File: src/rtl/sram_arb_pkg.sv
`default_nettype none
// +--------------------------------------------------------------------------+
// | sram_arb_pkg                                                             |
// | Shared types, constants and round-robin helper for sram_port_arbiter.    |
// | Revision: 1.0                                                            |
// +--------------------------------------------------------------------------+
package sram_arb_pkg;

    localparam int MAX_REQ     = 8;
    localparam int IDX_W       = 3;
    localparam int SRAM_ADDR_W = 19;
    localparam int SRAM_DATA_W = 64;
    localparam int SRAM_BE_W   = SRAM_DATA_W / 8;

    localparam logic [1:0] SRAM_OE_READ = 2'b11;
    localparam logic [1:0] SRAM_OE_IDLE = 2'b00;

    typedef enum logic [1:0] {
        ST_IDLE = 2'd0,
        ST_RD   = 2'd1,
        ST_WR   = 2'd2,
        ST_TURN = 2'd3
    } arb_state_t;

    // Field widths follow the board SRAM geometry.
    typedef struct packed {
        logic                   we;
        logic [SRAM_ADDR_W-1:0] addr;
        logic [SRAM_DATA_W-1:0] wdata;
        logic [SRAM_BE_W-1:0]   be;
    } cmd_t;

    typedef struct packed {
        logic             found;
        logic [IDX_W-1:0] idx;
    } rr_pick_t;

    // First asserted requester at or after ptr, wrapping modulo n.
    function automatic rr_pick_t rr_pick(
        input logic [MAX_REQ-1:0] valid,
        input logic [IDX_W-1:0]   ptr,
        input int                 n
    );
        rr_pick_t pick;
        int       j;
        pick.found = 1'b0;
        pick.idx   = '0;
        for (int k = 0; k < MAX_REQ; k++) begin
            j = (int'(ptr) + k) % n;
            if ((k < n) && !pick.found && valid[IDX_W'(j)]) begin
                pick.found = 1'b1;
                pick.idx   = IDX_W'(j);
            end
        end
        return pick;
    endfunction

endpackage
`default_nettype wire

File: src/rtl/sram_arb_rsp_pipe.sv
`default_nettype none
// +--------------------------------------------------------------------------+
// | sram_arb_rsp_pipe                                                        |
// | Read-tag delay line; captures SRAM read data when a tag falls out.       |
// | Revision: 1.0                                                            |
// +--------------------------------------------------------------------------+
module sram_arb_rsp_pipe
    import sram_arb_pkg::*;
#(
    parameter int NUM_REQ = 4,
    parameter int DATA_W  = 64,
    parameter int RD_LAT  = 2
) (
    input  logic               clk,
    input  logic               rst,
    input  logic               i_push,
    input  logic [IDX_W-1:0]   i_push_id,
    input  logic [DATA_W-1:0]  i_sram_data_in,
    output logic [NUM_REQ-1:0] o_rsp_valid,
    output logic [DATA_W-1:0]  o_rsp_rdata
);

    localparam int c_depth = RD_LAT + 1;

    logic [c_depth-1:0] r_tag_vld;
    logic [IDX_W-1:0]   r_tag_id [c_depth];
    logic [NUM_REQ-1:0] r_rsp_valid;
    logic [DATA_W-1:0]  r_rsp_rdata;

    always_ff @(posedge clk or posedge rst) begin
        if (rst) begin
            r_tag_vld   <= '0;
            for (int k = 0; k < c_depth; k++) begin
                r_tag_id[k] <= '0;
            end
            r_rsp_valid <= '0;
            r_rsp_rdata <= '0;
        end else begin
            r_tag_vld   <= {r_tag_vld[c_depth-2:0], i_push};
            r_tag_id[0] <= i_push_id;
            for (int k = 1; k < c_depth; k++) begin
                r_tag_id[k] <= r_tag_id[k-1];
            end
            // Read data is only meaningful on the cycle its tag exits.
            if (r_tag_vld[c_depth-1]) begin
                r_rsp_valid <= NUM_REQ'(1) << r_tag_id[c_depth-1];
                r_rsp_rdata <= i_sram_data_in;
            end else begin
                r_rsp_valid <= '0;
            end
        end
    end

    assign o_rsp_valid = r_rsp_valid;
    assign o_rsp_rdata = r_rsp_rdata;

endmodule
`default_nettype wire

File: src/rtl/sram_port_arbiter.sv
`default_nettype none
// +--------------------------------------------------------------------------+
// | sram_port_arbiter                                                        |
// | Round-robin sharing of one SRAM port with read->write turnaround.        |
// | Optional SRAM_ARB_PERF_EN adds stall_cycles / turn_count counters.       |
// | Revision: 1.0                                                            |
// +--------------------------------------------------------------------------+
module sram_port_arbiter
    import sram_arb_pkg::*;
#(
    parameter int NUM_REQ = 4,
    parameter int ADDR_W  = SRAM_ADDR_W,
    parameter int DATA_W  = SRAM_DATA_W,
    parameter int RD_LAT  = 2
) (
    input  logic                          clk,
    input  logic                          reset,
    input  logic [NUM_REQ-1:0]            req_valid,
    output logic [NUM_REQ-1:0]            req_ready,
    input  logic [NUM_REQ-1:0]            req_we,
    input  logic [NUM_REQ*ADDR_W-1:0]     req_addr,
    input  logic [NUM_REQ*DATA_W-1:0]     req_wdata,
    input  logic [NUM_REQ*(DATA_W/8)-1:0] req_be,
    output logic [NUM_REQ-1:0]            rsp_valid,
    output logic [DATA_W-1:0]             rsp_rdata,
    output logic [ADDR_W-1:0]             sram_addr,
    output logic [DATA_W-1:0]             sram_data_out,
    output logic [DATA_W/8-1:0]           sram_we,
    output logic [1:0]                    sram_oe,
    input  logic [DATA_W-1:0]             sram_data_in
`ifdef SRAM_ARB_PERF_EN
    ,
    output logic [31:0]                   stall_cycles,
    output logic [15:0]                   turn_count
`endif
);

    localparam int c_be_w = DATA_W / 8;

    arb_state_t          r_state;
    arb_state_t          w_state_nxt;
    logic [IDX_W-1:0]    r_ptr;
    rr_pick_t            w_pick;
    logic [MAX_REQ-1:0]  w_we_pad;
    cmd_t                w_cmd;
    logic                w_turn;
    logic                w_xfer;

    logic [ADDR_W-1:0]   r_sram_addr;
    logic [DATA_W-1:0]   r_sram_data_out;
    logic [c_be_w-1:0]   r_sram_we;
    logic [1:0]          r_sram_oe;

    assign w_pick   = rr_pick(MAX_REQ'(req_valid), r_ptr, NUM_REQ);
    assign w_we_pad = MAX_REQ'(req_we);

    always_comb begin
        w_cmd       = '0;
        w_cmd.we    = w_we_pad[w_pick.idx];
        w_cmd.addr  = SRAM_ADDR_W'(req_addr[w_pick.idx*ADDR_W +: ADDR_W]);
        w_cmd.wdata = SRAM_DATA_W'(req_wdata[w_pick.idx*DATA_W +: DATA_W]);
        w_cmd.be    = SRAM_BE_W'(req_be[w_pick.idx*c_be_w +: c_be_w]);
    end

    // A write may not go to the pins directly behind a read still driving oe.
    assign w_turn    = (r_state == ST_RD) && w_pick.found && w_cmd.we;
    assign w_xfer    = w_pick.found && !w_turn && !reset;
    assign req_ready = w_xfer ? (NUM_REQ'(1) << w_pick.idx) : '0;

    always_comb begin
        w_state_nxt = ST_IDLE;
        if (w_xfer) begin
            w_state_nxt = w_cmd.we ? ST_WR : ST_RD;
        end else if (w_turn) begin
            w_state_nxt = ST_TURN;
        end
    end

    always_ff @(posedge clk or posedge reset) begin
        if (reset) begin
            r_state <= ST_IDLE;
            r_ptr   <= '0;
        end else begin
            r_state <= w_state_nxt;
            if (w_xfer) begin
                if (w_pick.idx == IDX_W'(NUM_REQ - 1)) begin
                    r_ptr <= '0;
                end else begin
                    r_ptr <= w_pick.idx + 1'b1;
                end
            end
        end
    end

    always_ff @(posedge clk or posedge reset) begin
        if (reset) begin
            r_sram_addr     <= '0;
            r_sram_data_out <= '0;
            r_sram_we       <= '0;
            r_sram_oe       <= SRAM_OE_IDLE;
        end else if (w_xfer) begin
            r_sram_addr     <= ADDR_W'(w_cmd.addr);
            r_sram_data_out <= DATA_W'(w_cmd.wdata);
            r_sram_we       <= w_cmd.we ? c_be_w'(w_cmd.be) : '0;
            r_sram_oe       <= w_cmd.we ? SRAM_OE_IDLE : SRAM_OE_READ;
        end else begin
            r_sram_we       <= '0;
            r_sram_oe       <= SRAM_OE_IDLE;
        end
    end

    assign sram_addr     = r_sram_addr;
    assign sram_data_out = r_sram_data_out;
    assign sram_we       = r_sram_we;
    assign sram_oe       = r_sram_oe;

    sram_arb_rsp_pipe #(
        .NUM_REQ (NUM_REQ),
        .DATA_W  (DATA_W),
        .RD_LAT  (RD_LAT)
    ) u_rsp_pipe (
        .clk            (clk),
        .rst            (reset),
        .i_push         (w_xfer && !w_cmd.we),
        .i_push_id      (w_pick.idx),
        .i_sram_data_in (sram_data_in),
        .o_rsp_valid    (rsp_valid),
        .o_rsp_rdata    (rsp_rdata)
    );

`ifdef SRAM_ARB_PERF_EN
    logic [31:0] r_stall_cycles;
    logic [15:0] r_turn_count;

    always_ff @(posedge clk or posedge reset) begin
        if (reset) begin
            r_stall_cycles <= '0;
            r_turn_count   <= '0;
        end else begin
            if ((|req_valid) && !w_xfer && (r_stall_cycles != '1)) begin
                r_stall_cycles <= r_stall_cycles + 1'b1;
            end
            if (w_turn && (r_turn_count != '1)) begin
                r_turn_count <= r_turn_count + 1'b1;
            end
        end
    end

    assign stall_cycles = r_stall_cycles;
    assign turn_count   = r_turn_count;
`endif

endmodule
`default_nettype wire
File: config.mk
export PLATFORM = sky130hd
export DESIGN_NAME = sram_port_arbiter
export DESIGN_NICKNAME = d
export VERILOG_FILES = /design/src/rtl/sram_arb_pkg.sv /design/src/rtl/sram_arb_rsp_pipe.sv /design/src/rtl/sram_port_arbiter.sv
export SDC_FILE = /design/constraint.sdc
export NUM_CORES = 1
export LEC_CHECK = 0
export CAP_MARGIN = 30
export CORE_AREA = 2 2 235 237
export CTS_CLUSTER_DIAMETER = 40
export DETAILED_ROUTE_END_ITERATION = 6
export DIE_AREA = 0 0 237 239
export DONT_BUFFER_PORTS = 1
export SKIP_CTS_REPAIR_TIMING = 1
export SYNTH_ARGS = -nofsm -noshare
export SYNTH_HDL_FRONTEND = slang
export SYNTH_SLANG_ARGS = --single-unit
File: constraint.sdc
create_clock -name clk -period 7.2 [get_ports clk]
set_input_delay 0.72 -clock clk [delete_from_list [all_inputs] [get_ports clk]]
set_output_delay 0.72 -clock clk [all_outputs]
set_load 0.01 [all_outputs]
# [Word level (Yosys, flattened, before mapping)]
# Index checks and enable logic that the tools add are counted.
[totals] regBits=177 in_bits=438 out_inout_bits=165
[classes] add_sub_neg=4 mul=1 magnitude_cmp=5 eq_ne=2 shifts=5 muxes=27 n_bitwise=3 reduce_logical=17
[ops] operator="256-bit by 10-bit indexed part select with 64-bit output" n=1
[ops] operator="76-bit by 9-bit indexed part select with 19-bit output" n=1
[ops] operator="32-bit by 7-bit indexed part select with 8-bit output" n=1
[ops] operator="4-bit two-way mux" n=6
[ops] operator="8-bit two-way mux" n=2
[ops] operator="3-bit by 5-bit < comparator with 1-bit output (second input constant)" n=3
[ops] operator="1-bit binary-select mux with 3-bit select" n=4
[ops] operator="2-bit two-way mux" n=6
[ops] operator="1-bit logical AND" n=8
[ops] operator="3-bit by 5-bit multiplier with 8-bit output (second input constant)" n=1
[ops] operator="1-bit two-way mux" n=8
[ops] operator="1-bit by 3-bit left shift with 4-bit output (first input constant)" n=2
[ops] operator="1-bit logical NOT" n=6
[ops] operator="2-bit OR reduction" n=3
[ops] operator="2-bit by 1-bit adder with 2-bit output (second input constant)" n=2
[ops] operator="2-bit adder (second input constant)" n=2
[ops] operator="2-bit by 4-bit < comparator with 1-bit output (second input constant)" n=1
[ops] operator="3-bit by 4-bit < comparator with 1-bit output (second input constant)" n=1
[ops] operator="1-bit AND (first input constant)" n=3
[ops] operator="3-bit by 2-bit == test with 1-bit output (second input constant)" n=1
[ops] operator="1-bit binary-select mux with 2-bit select" n=1
[ops] operator="2-bit by 1-bit == test with 1-bit output (second input constant)" n=1

# [Depth between registers and ports, before layout]
[logic_depth] ltp_word=21 depth_mapped=10

# [By module]
# From an unflattened synthesis, not the netlist that was laid out.
[unflattened] hier_cells=702 hier_area_um2=9562.9
[modules_own_cells] module="sram_port_arbiter" instances=1 cells_per_inst=545 area_per_inst_um2=6662.6 seq_area_each_um2=2402.3
[modules_own_cells] module="sram_arb_rsp_pipe" instances=1 cells_per_inst=157 area_per_inst_um2=2900.3 seq_area_each_um2=2001.9

# [Worst setup path after synthesis]
# OpenSTA, ideal clock, no wires.
[synth_path] path_type="in2out" startpoint="in req_valid[0]" endpoint="out req_ready[0]" arrival_ns=2.217 setup_slack_ns=4.263 cell_stages=10 cell_sequence="a21oi_1 > o21ai_2 > o2bb2a_4 > buf_6 > mux2i_1 > o221a_1 > buf_6 > buf_6 > buf_12 > and2_1"
[synth_between] elab_chain_len=19 word_cells_on_any_way=30
[synth_rtl] item="start: declaration" line="sram_port_arbiter.sv:18" text="input logic [NUM_REQ-1:0] req_valid,"
[synth_rtl] item="1-bit binary-select mux with 2-bit select" line="sram_arb_pkg.sv:50" text="if ((k < n) && !pick.found && valid[IDX_W'(j)]) begin"
[synth_rtl] item="1-bit two-way mux (implied by the code)" line="sram_arb_pkg.sv:50"
[synth_rtl] item="4-bit two-way mux" line="sram_arb_pkg.sv:50"
[synth_rtl] item="1-bit logical NOT" line="sram_arb_pkg.sv:50"
[synth_rtl] item="1-bit logical AND" line="sram_arb_pkg.sv:50"
[synth_rtl] item="4-bit two-way mux" line="sram_arb_pkg.sv:50"
[synth_rtl] item="1-bit logical NOT" line="sram_arb_pkg.sv:50"
[synth_rtl] item="1-bit logical AND" line="sram_arb_pkg.sv:50"
[synth_rtl] item="(+2 left out)"
[synth_rtl] item="1-bit logical AND" line="sram_arb_pkg.sv:50"
[synth_rtl] item="4-bit two-way mux (*)" line="sram_arb_pkg.sv:50"
[synth_rtl] item="1-bit binary-select mux with 3-bit select" line="sram_port_arbiter.sv:59" text="w_cmd.we = w_we_pad[w_pick.idx];"
[synth_rtl] item="1-bit two-way mux (implied by the code)" line="sram_port_arbiter.sv:59"
[synth_rtl] item="1-bit logical AND" line="sram_port_arbiter.sv:66" text="assign w_turn = (r_state == ST_RD) && w_pick.found && w_cmd.we;"
[synth_rtl] item="1-bit logical NOT" line="sram_port_arbiter.sv:67" text="assign w_xfer = w_pick.found && !w_turn && !reset;"
[synth_rtl] item="1-bit logical AND (2 in series)" line="sram_port_arbiter.sv:67"
[synth_rtl] item="4-bit two-way mux (*)" line="sram_port_arbiter.sv:68" text="assign req_ready = w_xfer ? (NUM_REQ'(1) << w_pick.idx) : '0;"
[synth_rtl] item="end: declaration" line="sram_port_arbiter.sv:19" text="output logic [NUM_REQ-1:0] req_ready,"
# Mark *: on every way between the ends. The rest lies on a longest branch, timed or not. The select of a mux whose other input is x is not followed.

# [Worst setup path after layout]
[layout_path] startpoint="reg r_ptr[1]" endpoint="out req_ready[1]"
[layout_between] elab_chain_len=21 word_cells_on_any_way=39
[layout_rtl] item="start: declaration" line="sram_port_arbiter.sv:42" text="logic [IDX_W-1:0] r_ptr;"
[layout_rtl] item="start signal: assignment" line="sram_port_arbiter.sv:89" text="r_ptr <= w_pick.idx + 1'b1;"
[layout_rtl] item="2-bit by 1-bit adder with 2-bit output" line="sram_arb_pkg.sv:49" text="j = (int'(ptr) + k) % n;"
[layout_rtl] item="2-bit OR reduction (no line)"
[layout_rtl] item="1-bit AND (no line)"
[layout_rtl] item="1-bit binary-select mux with 3-bit select" line="sram_arb_pkg.sv:50"
[layout_rtl] item="1-bit two-way mux (implied by the code) (2 in series)" line="sram_arb_pkg.sv:50"
[layout_rtl] item="1-bit logical AND" line="sram_arb_pkg.sv:50"
[layout_rtl] item="4-bit two-way mux" line="sram_arb_pkg.sv:50"
[layout_rtl] item="1-bit logical NOT" line="sram_arb_pkg.sv:50"
[layout_rtl] item="(+3 left out)"
[layout_rtl] item="1-bit logical AND" line="sram_arb_pkg.sv:50"
[layout_rtl] item="4-bit two-way mux (*)" line="sram_arb_pkg.sv:50"
[layout_rtl] item="1-bit binary-select mux with 3-bit select" line="sram_port_arbiter.sv:59"
[layout_rtl] item="1-bit two-way mux (implied by the code)" line="sram_port_arbiter.sv:59"
[layout_rtl] item="1-bit logical AND" line="sram_port_arbiter.sv:66"
[layout_rtl] item="1-bit logical NOT" line="sram_port_arbiter.sv:67"
[layout_rtl] item="1-bit logical AND (2 in series)" line="sram_port_arbiter.sv:67"
[layout_rtl] item="4-bit two-way mux (*)" line="sram_port_arbiter.sv:68"
# Marked as above.

==> summary.md <==
| Metric | Value |
|---|---|
| Result of the run | finished, final reports clean |
| # rows | between 80 and 90 |
| Final std cells w/o fill | 1405 |
| Worst R2R Path Depth | 9 |
| Synth area leaders | dfrtp_1 (46%), mux2i_1 (28%), mux2_2 (17%) |
| RSZ-0062 raised after global routing | false |
| Commonest non-fill, non-tap cell in the layout | mux2i_1 |
| Tot GR Track Use | 9.46% |
| Ports | about 600 |
| Pre-Repair DR Iteration Count | 4 |
| Period utilisation layout | 57.0% |
| Placed Cells | approximately 1400 |
| Drt drc | 0 |
| Relative max-transition margin | between 30% and 40% |
| Asr flop ratio synth | 100% |
| Internal reg-to-reg setup slack | 3370 ps |
| Hold Fails Final Rpt | 0 |
| Starting Density | 17.2% |
| Required @ worst endpoint | 6480 ps |
| Synth Instances | 699 |
| Worst-path clk slew | 70 ps |
| Highest clock rate | 0.244 GHz |
| PD cells | 423 mW/mm² |
| CTS tree | done |
| Worst Tran Pin Value | 992 ps |
| Setup TNS | 0 ps |
| Final slew viol count | 0 |
| First-pass GRT wire length | a little under 40 mm |
| Inserted Clock Buffers | 17 |
| Number of DRC violations after detailed-routing iteration 0 | 164 |
| Post-Syn Nets | roughly 1100 |
| Max IR drop VDD | 0.000276 V |
| Most used DFF post-synth | dfrtp_1 |
| Worst reg2reg endpoint | sram_data_out[20] |
| Vias/cell | 4.09 |
| Total core area | 0.0543 mm² |
| Final Util | about a fifth |
| Synth top area share | a little under half |
| Minimum clock period | 4100 ps |
| Gpl congestion | around 0.87 |
| Placed inst area | 0.0100 mm² |
| HPWL after DPL | ~22 mm |
| Chip Height | 239 µm |
| Largest net degree at the start of global routing | ~70 |
| Die footprint | 0.0566 mm² |
| Synthesized area | roughly 0.0094 mm² |
| H-tree levels | 4 |
| Worst r2r src | r_ptr[1] |
| Initial antenna violation count | 16 |
| WS Path Type | reg2out |
| Avg Inst Size Synth | 13.4 µm² |
| Detailed-route via count | 5752 |
| Share of cells above drive strength 1 | 28.8% |
| Gr ovfl total | 0 |
| Cell area after layout | 0.0107 mm² |
| Die width | 237 µm |
| Vias in the first global route | 5951 |
| CTS sink cnt | ~170 |
| Drt wl/cell | 19.8 µm |
| Maximum root-to-sink buffer count | 2 |
| Max_cap viols | 0 |
| Worst Path Max Fanout | 51 |
| Worst setup skew after layout | 18.0 ps |
| NumNets Final | 1117 |
| Post-synthesis sequential area ratio | 45.9% |
| Routed Antenna Nets | 0 |
| # setup viols final | 0 |
| Worst min path class | in2async |
| Synth unique cells | 31 |
| Leakage | 4.59 nW |
| Cell accounting for the most synthesized area | dfrtp_1 |
| Area grow syn2layout | 14.1% |
| Skew-Pair Late Insertion Delay | 470 ps |
| # port buffers | 0 |
| Most frequent cells in the layout | mux2i_1 (261), dfrtp_1 (171), mux2_2 (144) |
| Crit path DAT | 3380 ps |
| Flops & latches, synth | 172 |
| Clk root buf | clkbuf_16 |
| Hold Slack | roughly 65 ps |
| CP Capture Type | output port |
| EDFF count, synth | 0 |
| Synth warnings | 0 |
| Final wirelength | 27.8 mm |
| Startpoint types | flop |
how the worst max path moves through the flow:
stage,depth (start not counted),end,slack [ps],startpoint
6_report,8,req_ready[1],3100,r_ptr[1]
2_1_floorplan,1,r_ptr[0],1820,reset
4_1_cts,8,req_ready[1],2970,r_ptr[1]
3_3_place_gp,9,sram_data_out[9],3220,req_valid[2]
3_5_place_dp,9,sram_data_out[9],3200,req_valid[2]
5_1_grt,8,req_ready[0],2790,r_ptr[1]
worst max-delay path, cell delays in order (launching register included):
cell     delay (ps)
dfrtp_1         510
mux2i_1         230
nor2_1           90
nor3_4          180
buf_4           550
inv_1           210
nand2_1         140
o221a_4         670
and2_1          290
registers in the layout, indices dropped and copies added (netlist names):
register                count
u_rsp_pipe.r_tag_vld        3
u_rsp_pipe.o_rsp_valid      4
r_state                     2
sram_we                     8
sram_data_out              64
sram_addr                  19
u_rsp_pipe.r_tag_id         6
r_ptr                       2
u_rsp_pipe.o_rsp_rdata     64
metrics by stage:
stage / setup WS (ps) / total power, W
5_1_grt: 2790 / 0.00481
4_1_cts: 2970 / 0.00460
3_5_place_dp: 3200 / 0.00362
6_report: 3100 / 0.00452
3_3_place_gp: 3220 / 0.00357
2_1_floorplan: 1820 / 0.00322
layer usage:
metal / track usage [%] / wire, µm / up-vias
met1: 9.60 / 10100 / 2796
met2: 15.3 / 13500 / 362
met3: 4.38 / 2740 / 58
li1: - / - / 2532
met4: 7.06 / 1490 / 4
met5: 0 / 27 / -
synthesized netlist by cell type, drive strengths merged, types with 4 or more instances:
cell type / instances
dfrtp: 172
a2111oi: 8
mux2: 149
inv: 5
buf: 46
ha: 4
and2: 5
clkbuf: 8
nor2b: 8
nor2: 5
mux2i: 261
a211oi: 8
power breakdown:
group	internal, W	total (W)	switching, W	leakage, nW
Sequential	0.00143	0.00203	0.000596	2.04
Clock	0.000517	0.000943	0.000426	0.282
Combinational	0.000833	0.00155	0.000712	2.27
area by class of cell:
type,instances,area [µm²]
timing repair buffer,11,103
clock inverter,14,164
multi-input combinational,468,4750
clock buffer,18,429
sequential,172,4310
fill,5854,43600
tap,704,881
inverter,5,26.3
antenna,13,32.5
kinds of logic (layout without fill, tap and decap cells):
logic type,Yosys count,after routing,synth area share (%)
other,0,13,0
adder cells (fa/ha/maj),4,4,0.534
flip-flops,172,172,45.9
buffers and inverters,59,48,3.54
AO/OA/AOI/OAI,24,24,2.12
multiplexers,410,410,46.0
AND/OR/NAND/NOR,30,30,1.88
Note: power is estimated with default switching activity, not from simulation.
